## src/rtl/hazard_forward_ctrl.sv

```systemverilog
// Hazard/forwarding controller for a 5-stage MIPS pipeline: shadows E/M/W destinations and Tnew,
// drives forwarding mux selects and D/E stall/flush. Define HAZ_STATS_EN to add the stall_cnt output.
module hazard_forward_ctrl #(
  parameter int REG_AW = 5,
  parameter int TW     = 2
) (
  input  logic              clk,
  input  logic              reset,
  input  logic              d_valid,
  input  logic [REG_AW-1:0] d_rs,
  input  logic [REG_AW-1:0] d_rt,
  input  logic [TW-1:0]     d_tuse_rs,
  input  logic [TW-1:0]     d_tuse_rt,
  input  logic [REG_AW-1:0] d_wa,
  input  logic [TW-1:0]     d_tnew,
  input  logic              md_busy,
  input  logic              d_is_md,
  output logic              stall,
  output logic              e_flush,
  output logic [2:0]        fwd_d_rs,
  output logic [2:0]        fwd_d_rt,
  output logic [2:0]        fwd_e_rs,
  output logic [2:0]        fwd_e_rt,
  output logic [2:0]        fwd_m_rt
`ifdef HAZ_STATS_EN
  ,
  output logic [31:0]       stall_cnt
`endif
);

  localparam logic [2:0] SEL_OWN = 3'b001;
  localparam logic [2:0] SEL_M   = 3'b010;
  localparam logic [2:0] SEL_W   = 3'b011;
  localparam logic [2:0] SEL_E   = 3'b100;

  logic [REG_AW-1:0] e_wa_r, e_rs_r, e_rt_r;
  logic [TW-1:0]     e_tnew_r;
  logic [REG_AW-1:0] m_wa_r, m_rs_r, m_rt_r;
  logic [TW-1:0]     m_tnew_r;
  logic [REG_AW-1:0] w_wa_r;
  logic [TW-1:0]     w_tnew_r;

  logic              stall_s;
  logic              hz_rs_s;
  logic              hz_rt_s;

  // $zero never matches, so it is never forwarded and never stalls.
  function automatic logic reg_hit(input logic [REG_AW-1:0] r, input logic [REG_AW-1:0] wa);
    return (r != {REG_AW{1'b0}}) && (wa == r);
  endfunction

  function automatic logic [TW-1:0] dec_sat(input logic [TW-1:0] t);
    logic [TW-1:0] res;
    if (t == {TW{1'b0}}) begin
      res = {TW{1'b0}};
    end else begin
      res = t - {{(TW-1){1'b0}}, 1'b1};
    end
    return res;
  endfunction

  // A younger match whose result is not ready hides older matches; the stall covers it.
  function automatic logic [2:0] d_select(
    input logic [REG_AW-1:0] r,
    input logic [REG_AW-1:0] ewa, input logic [TW-1:0] etn,
    input logic [REG_AW-1:0] mwa, input logic [TW-1:0] mtn,
    input logic [REG_AW-1:0] wwa
  );
    logic [2:0] sel;
    if (reg_hit(r, ewa)) begin
      sel = (etn == {TW{1'b0}}) ? SEL_E : SEL_OWN;
    end else if (reg_hit(r, mwa)) begin
      sel = (mtn == {TW{1'b0}}) ? SEL_M : SEL_OWN;
    end else if (reg_hit(r, wwa)) begin
      sel = SEL_W;
    end else begin
      sel = SEL_OWN;
    end
    return sel;
  endfunction

  function automatic logic [2:0] e_select(
    input logic [REG_AW-1:0] r,
    input logic [REG_AW-1:0] mwa, input logic [TW-1:0] mtn,
    input logic [REG_AW-1:0] wwa
  );
    logic [2:0] sel;
    if (reg_hit(r, mwa)) begin
      sel = (mtn == {TW{1'b0}}) ? SEL_M : SEL_OWN;
    end else if (reg_hit(r, wwa)) begin
      sel = SEL_W;
    end else begin
      sel = SEL_OWN;
    end
    return sel;
  endfunction

  function automatic logic src_hazard(
    input logic [REG_AW-1:0] r, input logic [TW-1:0] tuse,
    input logic [REG_AW-1:0] ewa, input logic [TW-1:0] etn,
    input logic [REG_AW-1:0] mwa, input logic [TW-1:0] mtn,
    input logic [REG_AW-1:0] wwa, input logic [TW-1:0] wtn
  );
    logic hz;
    if (reg_hit(r, ewa)) begin
      hz = (etn > tuse);
    end else if (reg_hit(r, mwa)) begin
      hz = (mtn > tuse);
    end else if (reg_hit(r, wwa)) begin
      hz = (wtn > tuse);
    end else begin
      hz = 1'b0;
    end
    return hz;
  endfunction

  // Hazard detection and forwarding selects, all zero-latency from shadow state and D inputs.
  always_comb begin
    hz_rs_s  = src_hazard(d_rs, d_tuse_rs, e_wa_r, e_tnew_r, m_wa_r, m_tnew_r, w_wa_r, w_tnew_r);
    hz_rt_s  = src_hazard(d_rt, d_tuse_rt, e_wa_r, e_tnew_r, m_wa_r, m_tnew_r, w_wa_r, w_tnew_r);
    stall_s  = d_valid & (hz_rs_s | hz_rt_s | (d_is_md & md_busy));
    stall    = stall_s;
    e_flush  = stall_s;
    fwd_d_rs = d_select(d_rs, e_wa_r, e_tnew_r, m_wa_r, m_tnew_r, w_wa_r);
    fwd_d_rt = d_select(d_rt, e_wa_r, e_tnew_r, m_wa_r, m_tnew_r, w_wa_r);
    fwd_e_rs = e_select(e_rs_r, m_wa_r, m_tnew_r, w_wa_r);
    fwd_e_rt = e_select(e_rt_r, m_wa_r, m_tnew_r, w_wa_r);
    if (reg_hit(m_rt_r, w_wa_r)) begin
      fwd_m_rt = SEL_W;
    end else begin
      fwd_m_rt = SEL_OWN;
    end
  end

  // Shadow pipeline: E takes D or a bubble; M and W always advance with saturating Tnew.
  always_ff @(posedge clk) begin
    if (reset) begin
      e_wa_r   <= {REG_AW{1'b0}};
      e_rs_r   <= {REG_AW{1'b0}};
      e_rt_r   <= {REG_AW{1'b0}};
      e_tnew_r <= {TW{1'b0}};
      m_wa_r   <= {REG_AW{1'b0}};
      m_rs_r   <= {REG_AW{1'b0}};
      m_rt_r   <= {REG_AW{1'b0}};
      m_tnew_r <= {TW{1'b0}};
      w_wa_r   <= {REG_AW{1'b0}};
      w_tnew_r <= {TW{1'b0}};
    end else begin
      if (stall_s || !d_valid) begin
        e_wa_r   <= {REG_AW{1'b0}};
        e_rs_r   <= {REG_AW{1'b0}};
        e_rt_r   <= {REG_AW{1'b0}};
        e_tnew_r <= {TW{1'b0}};
      end else begin
        e_wa_r   <= d_wa;
        e_rs_r   <= d_rs;
        e_rt_r   <= d_rt;
        e_tnew_r <= d_tnew;
      end
      m_wa_r   <= e_wa_r;
      m_rs_r   <= e_rs_r;
      m_rt_r   <= e_rt_r;
      m_tnew_r <= dec_sat(e_tnew_r);
      w_wa_r   <= m_wa_r;
      w_tnew_r <= dec_sat(m_tnew_r);
    end
  end

`ifdef HAZ_STATS_EN
  // Free-running stall-cycle counter; wraps naturally.
  always_ff @(posedge clk) begin
    if (reset) begin
      stall_cnt <= 32'd0;
    end else if (stall_s) begin
      stall_cnt <= stall_cnt + 32'd1;
    end else begin
      stall_cnt <= stall_cnt;
    end
  end
`endif

endmodule

```

## config.mk

```make
export PLATFORM = sky130hd
export DESIGN_NAME = hazard_forward_ctrl
export DESIGN_NICKNAME = d
export VERILOG_FILES = /design/src/rtl/hazard_forward_ctrl.sv
export SDC_FILE = /design/constraint.sdc
export NUM_CORES = 1
export LEC_CHECK = 0
export ABC_CLOCK_PERIOD_IN_PS = 4700
export CORE_ASPECT_RATIO = 0.9
export CORE_UTILIZATION = 50
export DETAILED_ROUTE_END_ITERATION = 10
export PLACE_DENSITY = 0.77
export SLEW_MARGIN = 20
export SYNTH_ARGS = -nofsm -noshare
export SYNTH_HDL_FRONTEND = slang
export SYNTH_SLANG_ARGS = --single-unit
```

## constraint.sdc

```tcl
create_clock -name clk -period 4.7 [get_ports clk]
set_input_delay 1.175 -clock clk [delete_from_list [all_inputs] [get_ports clk]]
set_output_delay 1.175 -clock clk [all_outputs]
set_load 0.005 [all_outputs]
```

==> results.md, run 1 <==
- Outcome: completed
- Synthesized netlist cell count: 281
- Fin. Hold Viols: 0
- Hold Path Class: reg -> reg
- Core area: 0.00443 mm^2
- Worst vdd rail ir drop: 281 uV
- Largest net degree at the start of global routing: 21
- Iter 0 DRT Violations: 125
- Leakage Power: 1.20 nW
- Cts bufs inserted: 5
- Worst R2R Path Depth: 7
- Comb power frac: 0.175
- Switching pwr: 0.000202 W
- Placed cell count: 368
- Final setup TNS: 0 ps
- RR Endpoint: e_rs_r[0]$_SDFF_PP0_
- Routability Congestion: 0.818
- Clock tree buffer depth: 2
- Reg-to-Reg Start: w_wa_r[2]$_SDFF_PP0_
- Critical path type: in -> out
- Total GRT Usage: 0.257
- Tightest Pin Transition: 767 ps
- Post-synth EDFFs: 0
- Finished Layout Cells: 376
- Routed WL: 5.54 mm
- CTS root buf: clkbuf_8
- Post-DP HPWL: 4.09 mm
- Htree depth: 2
- Synth area leader: dfxtp_1
- Die W: 73.6 um
- WP data required: 3520 ps
- Switch share: 0.234
- Row cnt: 23
- Global route overflow: 0
- Flop-to-flop setup slack: 2490 ps
- I/O pins: 43
- Max-slew headroom: 0.487
- Pwr Total: 0.000862 W
- Asr flop ratio synth: 0
- # diodes: 0
- Setup crit end: stall
- Yosys top cell area share: 0.313
- Die area: 0.00489 mm^2
- Max Cap Violations: 0
- Clk pin slew, worst setup/hold paths: 70 ps
- Ranking of synthesized cells by area: dfxtp_1 (31%), xnor2_1 (13%), ha_1 (7.6%), xor2_1 (7.6%), nor2_1 (4.9%)
- First-pass GRT wire length: 9.34 mm
- Most common cell after layout, fill and taps aside: dfxtp_1
- Reg power frac: 0.380
- WP data arrival: 3290 ps
- Tcrit/Tclk final: 0.950
- Vias in the first global route: 1954
- Most frequent cells in the layout: dfxtp_1 (36), xnor2_1 (34), clkdlybuf4s50_1 (34)
- Final min period: 4460 ps
- Post-synth cell types: 34
- DRT Pass-1 Iters: 4
- Yosys reg bits: 36
- Crit. End Element: primary output
- Post-route ant nets: 0
- Share of cells above drive strength 1: 0.0828
- Clock power share: 0.445
- RSZ-0062 raised after global routing: no
- Internal power: 0.000661 W
- Wire length per cell: 14.7 um
- Sequential-to-total area share from yosys stat: 0.313
- Port bufs: 38
- Residual DRC count: 0
- Nets: 353
- Synth Area per Inst: 8.20 um^2
- Post-CTS Setup Repair Bufs: 0
- CTS sink cnt: 36
- Mapped Area: 0.00230 mm^2
- Syn-to-layout area delta: 24.3%
- Worst skew pair latency: 290 ps
- F_max: 0.224 GHz
- Initial antenna violation count: 0
- CTS tree: done
- Power Density: 301 mW/mm^2
- Initial Util: 0.520
- Top FF cell, synth: dfxtp_1
- DR vias: 1952
- Final setup vio count: 0
- Die height: 66.4 um
- CP Max Fanout: 3
- Hold Path Depth: 1
- CP startpoint kind: input port
- Yosys warnings: 0
- Routed vias/inst: 5.19
- Worst setup path start: d_rs[0]
- Max Slew Vio Count: 0
- Clock Skew: 7.98 ps
critical path: stages:
cell	delay, ps
clkdlybuf4s50_1	460
buf_4	170
nor3_1	250
and2_1	230
a211oi_1	80
a32oi_1	320
and3_1	220
a31oi_1	90
dlygate4sd2_1	290
cell usage after synthesis (all sizes together), types with 2 or more instances:
| library cell | n |
|---|---|
| nor2b | 16 |
| a21oi | 9 |
| nor3 | 16 |
| conb | 2 |
| inv | 14 |
| clkbuf | 16 |
| a32oi | 2 |
| nand4 | 8 |
| xor2 | 20 |
| nand3 | 21 |
| a31oi | 2 |
| ha | 14 |
| o41ai | 2 |
| dfxtp | 36 |
| and3 | 2 |
| a211oi | 2 |
| nor2 | 30 |
| xnor2 | 34 |
| o21ai | 4 |
| nand2 | 11 |
| buf | 13 |
area by class of cell:
cell class / count / area (um^2)
tap: 62 / 77.6
timing repair buffer: 52 / 480
inverter: 14 / 52.6
multi-input combinational: 204 / 1370
fill: 398 / 1570
sequential: 36 / 721
clock buffer: 5 / 68.8
clock inverter: 3 / 90.1
logic make-up after synthesis:
group | share of synthesized area
and+or+nand+nor | 0.245
xor gates and xnor gates | 0.205
buffers and inverters | 0.0945
DFF | 0.313
AOI/OAI and AO/OA | 0.0635
adders and majority gates | 0.0760
other | 0.00326
how the worst min path moves through the flow:
stage,to,slack [ps],from
floorplan,m_tnew_r[0]$_SDFF_PP0_,400,e_tnew_r[0]$_SDFF_PP0_
global placement,m_tnew_r[0]$_SDFF_PP0_,410,e_tnew_r[0]$_SDFF_PP0_
detailed placement,m_tnew_r[0]$_SDFF_PP0_,420,e_tnew_r[0]$_SDFF_PP0_
CTS,m_tnew_r[0]$_SDFF_PP0_,430,e_tnew_r[0]$_SDFF_PP0_
global route,w_tnew_r[0]$_SDFF_PP0_,470,m_tnew_r[0]$_SDFF_PP0_
finish,m_tnew_r[0]$_SDFF_PP0_,430,e_tnew_r[0]$_SDFF_PP0_
registers in the layout, indices dropped and copies added, names as in the netlist:
name,flops
e_rs_r,5
e_rt_r,5
e_tnew_r,2
e_wa_r,5
m_rt_r,5
m_tnew_r,2
m_wa_r,5
w_tnew_r,2
w_wa_r,5
routing by layer:
metal | track usage | vias up | part of all wire
met3 | 0.0412 | 7 | 0.054
met5 | 0 | - | 0
met4 | 0.0721 | 0 | 0.0089
met2 | 0.429 | 57 | 0.47
met1 | 0.341 | 911 | 0.47
li1 | - | 977 | -
power groups by stage:
| stage | Sequential (W) | Clock, W | Combinational [W] |
|---|---|---|---|
| after global routing | 0.000329 | 0.000397 | 0.000168 |
| after global placement | 0.000334 | 0 | 0.000146 |
| after floorplan | 0.000328 | 0 | 0.0000975 |
| final | 0.000327 | 0.000384 | 0.000151 |
| after CTS | 0.000327 | 0.000389 | 0.000151 |
| after detailed placement | 0.000335 | 0 | 0.000150 |
stage by stage:
step / hold WS (ps) / worst slack (ps) / util / area (um^2)
2_1_floorplan: 397 / 768 / - / 2310
3_3_place_gp: 405 / -95.5 / 0.612 / 2710
3_5_place_dp: 420 / -141 / 0.612 / 2710
6_report: 428 / 236 / 0.646 / 2860
5_1_grt: 468 / 93.2 / 0.646 / 2860
4_1_cts: 432 / 252 / 0.646 / 2860
repair_timing:
item                                    4_1_cts  5_1_grt
resized for setup                             4        0
hold buffers                                  0        0
endpoints found under the setup margin        2        0
(Power assumes the default switching activity.)
==> run 2: changes to the inputs <==
--- a/config.mk
+++ b/config.mk
@@ -6,7 +6,9 @@
 export NUM_CORES = 1
 export LEC_CHECK = 0
 export ABC_CLOCK_PERIOD_IN_PS = 4700
-export CORE_ASPECT_RATIO = 0.9
+export CAP_MARGIN = 20
+export CORE_ASPECT_RATIO = 2
+export CORE_MARGIN = 1
 export CORE_UTILIZATION = 50
 export DETAILED_ROUTE_END_ITERATION = 10
 export PLACE_DENSITY = 0.77
==> run 2 against run 1 <==
Critical path depth is 1 lower; wire length is 1.9% lower; largest cell class unchanged; clock power is 42% lower; worst setup slack better by 30 ps; count of clock-buffer cells in the layout is 2 higher; highest routed layer unchanged; flip-flop and latch count stayed put; critical endpoint unchanged; cell count is 0.80% lower.
==> results.md, run 2 (synthesis gave the netlist of run 1 again) <==
- Initial antenna violation count: 0
- Htree depth: 2
- Post-CTS Setup Repair Bufs: 0
- RSZ-0062 raised after global routing: no
- Pwr Total: 0.000705 W
- Max Slew Vio Count: 0
- I/O pins: 43
- Die area: 0.00490 mm^2
- Core area: 0.00438 mm^2
- Gr busiest metal: met2
- CTS sink cnt: 36
- F_max: 0.226 GHz
- WP data arrival: 3260 ps
- CTS root buf: clkbuf_8
- Final setup vio count: 0
- Global route overflow: 0
- Worst setup path start: d_rs[0]
- Wire length per cell: 14.6 um
- Routability Congestion: 0.886
- Met1 usage: 0.245
- Die height: 98.0 um
- Hold Path Class: reg -> reg
- Clock Skew: 2.33 ps
- Cts bufs inserted: 5
- Reg-to-Reg Start: w_wa_r[2]$_SDFF_PP0_
- Largest stage delay on the critical path: 530 ps
- Met2 GRT Util: 0.463
- Die W: 50.0 um
- Outcome: completed
- Total GRT Usage: 0.246
- CTS tree: done
- Worst skew pair latency: 280 ps
- Syn-to-layout area delta: 22.7%
- Final core occ: 0.645
- Vias in the first global route: 1978
- Tcrit/Tclk final: 0.943
- Post-DP HPWL: 4.20 mm
- Most common cell after layout, fill and taps aside: dfxtp_1
- Largest net degree at the start of global routing: 21
- Routed vias/inst: 5.32
- Setup slack after layout: 266 ps
- HP Start: m_tnew_r[0]$_SDFF_PP0_
- Tightest Pin Transition: 509 ps
- Most frequent cells in the layout: dfxtp_1 (36), clkdlybuf4s50_1 (35), xnor2_1 (34)
- Share of cells above drive strength 1: 0.0940
- First-pass GRT wire length: 8.96 mm
- Pre-CTS setup slack: -73.2 ps
- Crit. End Element: primary output
- Worst vdd rail ir drop: 239 uV
- Crit-path slowest cell: or4_4
- Max-slew headroom: 0.660
- Initial Util: 0.526
- CP Max Fanout: 3
- DRT Pass-1 Iters: 4
- WP data required: 3520 ps
- Post-route ant nets: 0
- # diodes: 0
- Residual DRC count: 0
- CP startpoint kind: input port
- Routed WL: 5.43 mm
- Row cnt: 34
- Iter 0 DRT Violations: 47
- Leakage Power: 1.18 nW
- Fin. Hold Viols: 0
- Power Density: 249 mW/mm^2
- Nets: 358
- Clk pin slew, worst setup/hold paths: 70 ps
- Critical path type: in -> out
- Final min period: 4430 ps
- Clock tree buffer depth: 2
- Max Cap Violations: 0
- Met3 global-route usage: 0.0358
- CP cell instances: clkdlybuf4s50_1, buf_4, xnor2_1, and4_4, or4_4, and3_1, a31oi_1, dlygate4sd2_1
- DR vias: 1983
- Port bufs: 38
[run 2: cell type report]
type                       count  area [um^2]
inverter                      14         52.6
multi-input combinational    204         1370
clock buffer                   7         86.3
clock inverter                 1         7.51
timing repair buffer          57          519
sequential                    36          721
fill                         400         1550
tap                           54         67.6
[run 2: worst paths after layout]
kind / to / slack, ps / cells past startpoint
max: stall / 270 / 8
min: w_tnew_r[0]$_SDFF_PP0_ / 420 / 1
max reg2reg: e_rs_r[0]$_SDFF_PP0_ / 2590 / 7
min reg2reg: w_tnew_r[0]$_SDFF_PP0_ / 420 / 1
[run 2: what timing repair did]
item | in CTS | in global routing
hold buffers | 0 | 0
resized for setup | 3 | 0
endpoints found under the setup margin | 2 | 0
[run 2: report_power, final]
| part | leakage [nW] | switching (W) | internal, W | total, W |
|---|---|---|---|---|
| registers | 0.293 | 0.0000121 | 0.000315 | 0.000327 |
| clock network | 0.0445 | 0.000105 | 0.000119 | 0.000224 |
| logic | 0.847 | 0.0000698 | 0.0000830 | 0.000153 |
[run 2: metal layers]
metal,vias to the layer above,wire (um)
li1,997,-
met1,915,2010
met2,53,3020
met3,18,185
met4,0,203
met5,-,0
[run 2: through the flow]
| stage | instances | area [um^2] | hold slack [ps] | TNS (ps) |
|---|---|---|---|---|
| global placement | 364 | 2730 | 408 | -113 |
| CTS | 372 | 2820 | 427 | 0 |
| global route | 373 | 2830 | 445 | 0 |
| floorplan | 283 | 2310 | 397 | 0 |
| finish | 373 | 2830 | 422 | 0 |
| detailed placement | 364 | 2730 | 417 | -145 |
[run 2: critical path, delay by kind of cell]
family	cells	cell delay [ps]
and+or+nand+nor	3	880
xor gates and xnor gates	1	140
buffers and inverters	3	900
AOI/OAI and AO/OA	1	170
==> run 3: changes to the inputs <==
--- a/config.mk
+++ b/config.mk
@@ -12,7 +12,7 @@
 export CORE_UTILIZATION = 50
 export DETAILED_ROUTE_END_ITERATION = 10
 export PLACE_DENSITY = 0.77
-export SLEW_MARGIN = 20
+export SLEW_MARGIN = 40
 export SYNTH_ARGS = -nofsm -noshare
 export SYNTH_HDL_FRONTEND = slang
 export SYNTH_SLANG_ARGS = --single-unit
==> run 3 against run 2 <==
Hold slack about the same; register-to-register slack got worse by 30 ps; combinational power about the same; wire length increased by 0.20%; cell count decreased by 0.27%; critical endpoint unchanged.
==> results.md, run 3 (synthesis gave the netlist of run 1 again) <==
- Post-DP HPWL: 4.20 mm
- Final setup vio count: 0
- Pwr Total: 0.000707 W
- Power Density: 250 mW/mm^2
- Max Slew Vio Count: 0
- Nets: 357
- Final Cell Area: 0.00282 mm^2
- WP data arrival: 3270 ps
- Core area: 0.00438 mm^2
- I/O pins: 43
- Wire length per cell: 14.6 um
- Syn-to-layout area delta: 22.5%
- DR vias: 1992
- Initial Util: 0.526
- Post-route ant nets: 0
- Multi-input gate area: 0.00138 mm^2
- CP Max Fanout: 3
- Row cnt: 34
- Cts bufs inserted: 5
- M1 wire length: 2.00 mm
- Flop-to-flop setup slack: 2560 ps
- Tcrit/Tclk final: 0.946
- Tightest Pin Transition: 686 ps
- Initial antenna violation count: 0
- Residual DRC count: 0
- Met2 WL: 3.05 mm
- CTS tree: done
- CP startpoint kind: input port
- WL met3: 160 um
- Clock tree buffer depth: 2
- Max-slew headroom: 0.542
- Hold Path Sink: w_tnew_r[0]$_SDFF_PP0_
- Die W: 50.0 um
- Final min period: 4450 ps
- Worst R2R Path Depth: 7
- Routability Congestion: 0.886
- Placed Area: 0.00273 mm^2
- Most common cell after layout, fill and taps aside: dfxtp_1
- Hold Path Depth: 1
- Outcome: completed
- Largest net degree at the start of global routing: 21
- Clock Skew: 3.85 ps
- Leakage Power: 1.18 nW
- Crit. End Element: primary output
- CTS root buf: clkbuf_8
- FF/Latch Area: 721 um^2
- Vias in the first global route: 1969
- Total GRT Usage: 0.244
- Top sig layer: met4
- Routed WL: 5.44 mm
- Fin. Hold Viols: 0
- Critical path type: in -> out
- CTS sink cnt: 36
- Die height: 98.0 um
- Worst skew pair latency: 290 ps
- First-pass GRT wire length: 8.85 mm
- HP Start: m_tnew_r[0]$_SDFF_PP0_
- Post-CTS Setup Repair Bufs: 0
- F_max: 0.225 GHz
- Clk pin slew, worst setup/hold paths: 70 ps
- Iter 0 DRT Violations: 50
- Hold Path Class: reg -> reg
- Hold_buf cts: 0
- Final setup TNS: 0 ps
- Worst vdd rail ir drop: 243 uV
- DRT Pass-1 Iters: 4
- Share of cells above drive strength 1: 0.0943
- Routed vias/inst: 5.35
- Most frequent cells in the layout: dfxtp_1 (36), clkdlybuf4s50_1 (35), xnor2_1 (34)
- Global route overflow: 0
- # diodes: 0
- Filler instances: 403
- Reg-to-Reg Start: w_wa_r[2]$_SDFF_PP0_
- Die area: 0.00490 mm^2
- Port bufs: 38
- RR Endpoint: e_rs_r[0]$_SDFF_PP0_
- Htree depth: 2
- RSZ-0062 raised after global routing: no
- WP data required: 3520 ps
- Max Cap Violations: 0
-- run 3: cell type report --
type	instances	share of cell area
clock inverter	1	0.00266
multi-input combinational	204	0.488
tap	54	0.0239
inverter	14	0.0186
clock buffer	7	0.0306
timing repair buffer	56	0.181
sequential	36	0.255
-- run 3: through the flow --
stage | instances | utilization | hold WS, ps | setup slack, ps
after floorplan | 283 | - | 397 | 768
after CTS | 372 | 0.644 | 427 | 275
final | 372 | 0.644 | 422 | 254
after detailed placement | 364 | 0.624 | 417 | -79.8
after global placement | 364 | 0.623 | 408 | -57.0
after global routing | 372 | 0.644 | 445 | 120
-- run 3: worst max path at each step --
stage / startpoint / endpoint / slack, ps
after floorplan: d_rs[0] / stall / 770
after CTS: d_rs[0] / stall / 280
after global routing: d_rs[4] / fwd_d_rs[0] / 120
final: d_rs[0] / stall / 250
after detailed placement: d_rs[2] / stall / -80
after global placement: d_rs[2] / e_flush / -60
-- run 3: power breakdown --
| group | leakage, nW | switching [W] | internal [W] |
|---|---|---|---|
| clock | 0.0445 | 0.000107 | 0.000119 |
| sequential | 0.293 | 0.0000123 | 0.000315 |
| combinational | 0.842 | 0.0000704 | 0.0000825 |
-- run 3: critical path, cell delays in order --
cell	delay (ps)
clkdlybuf4s50_1	460
buf_4	180
xnor2_1	140
and4_4	190
or4_4	530
and3_1	160
a31oi_1	180
dlygate4sd2_1	260
-- run 3: what timing repair did --
item / 4_1_cts / 5_1_grt
hold endpoints to repair: 0 / 0
gates resized for setup: 3 / 0
setup endpoints to repair: 2 / 0
-- run 3: layer usage --
layer	up-vias	global-route usage
met5	-	0
met4	0	0.134
met3	20	0.0374
met2	53	0.457
met1	925	0.242
li1	994	-
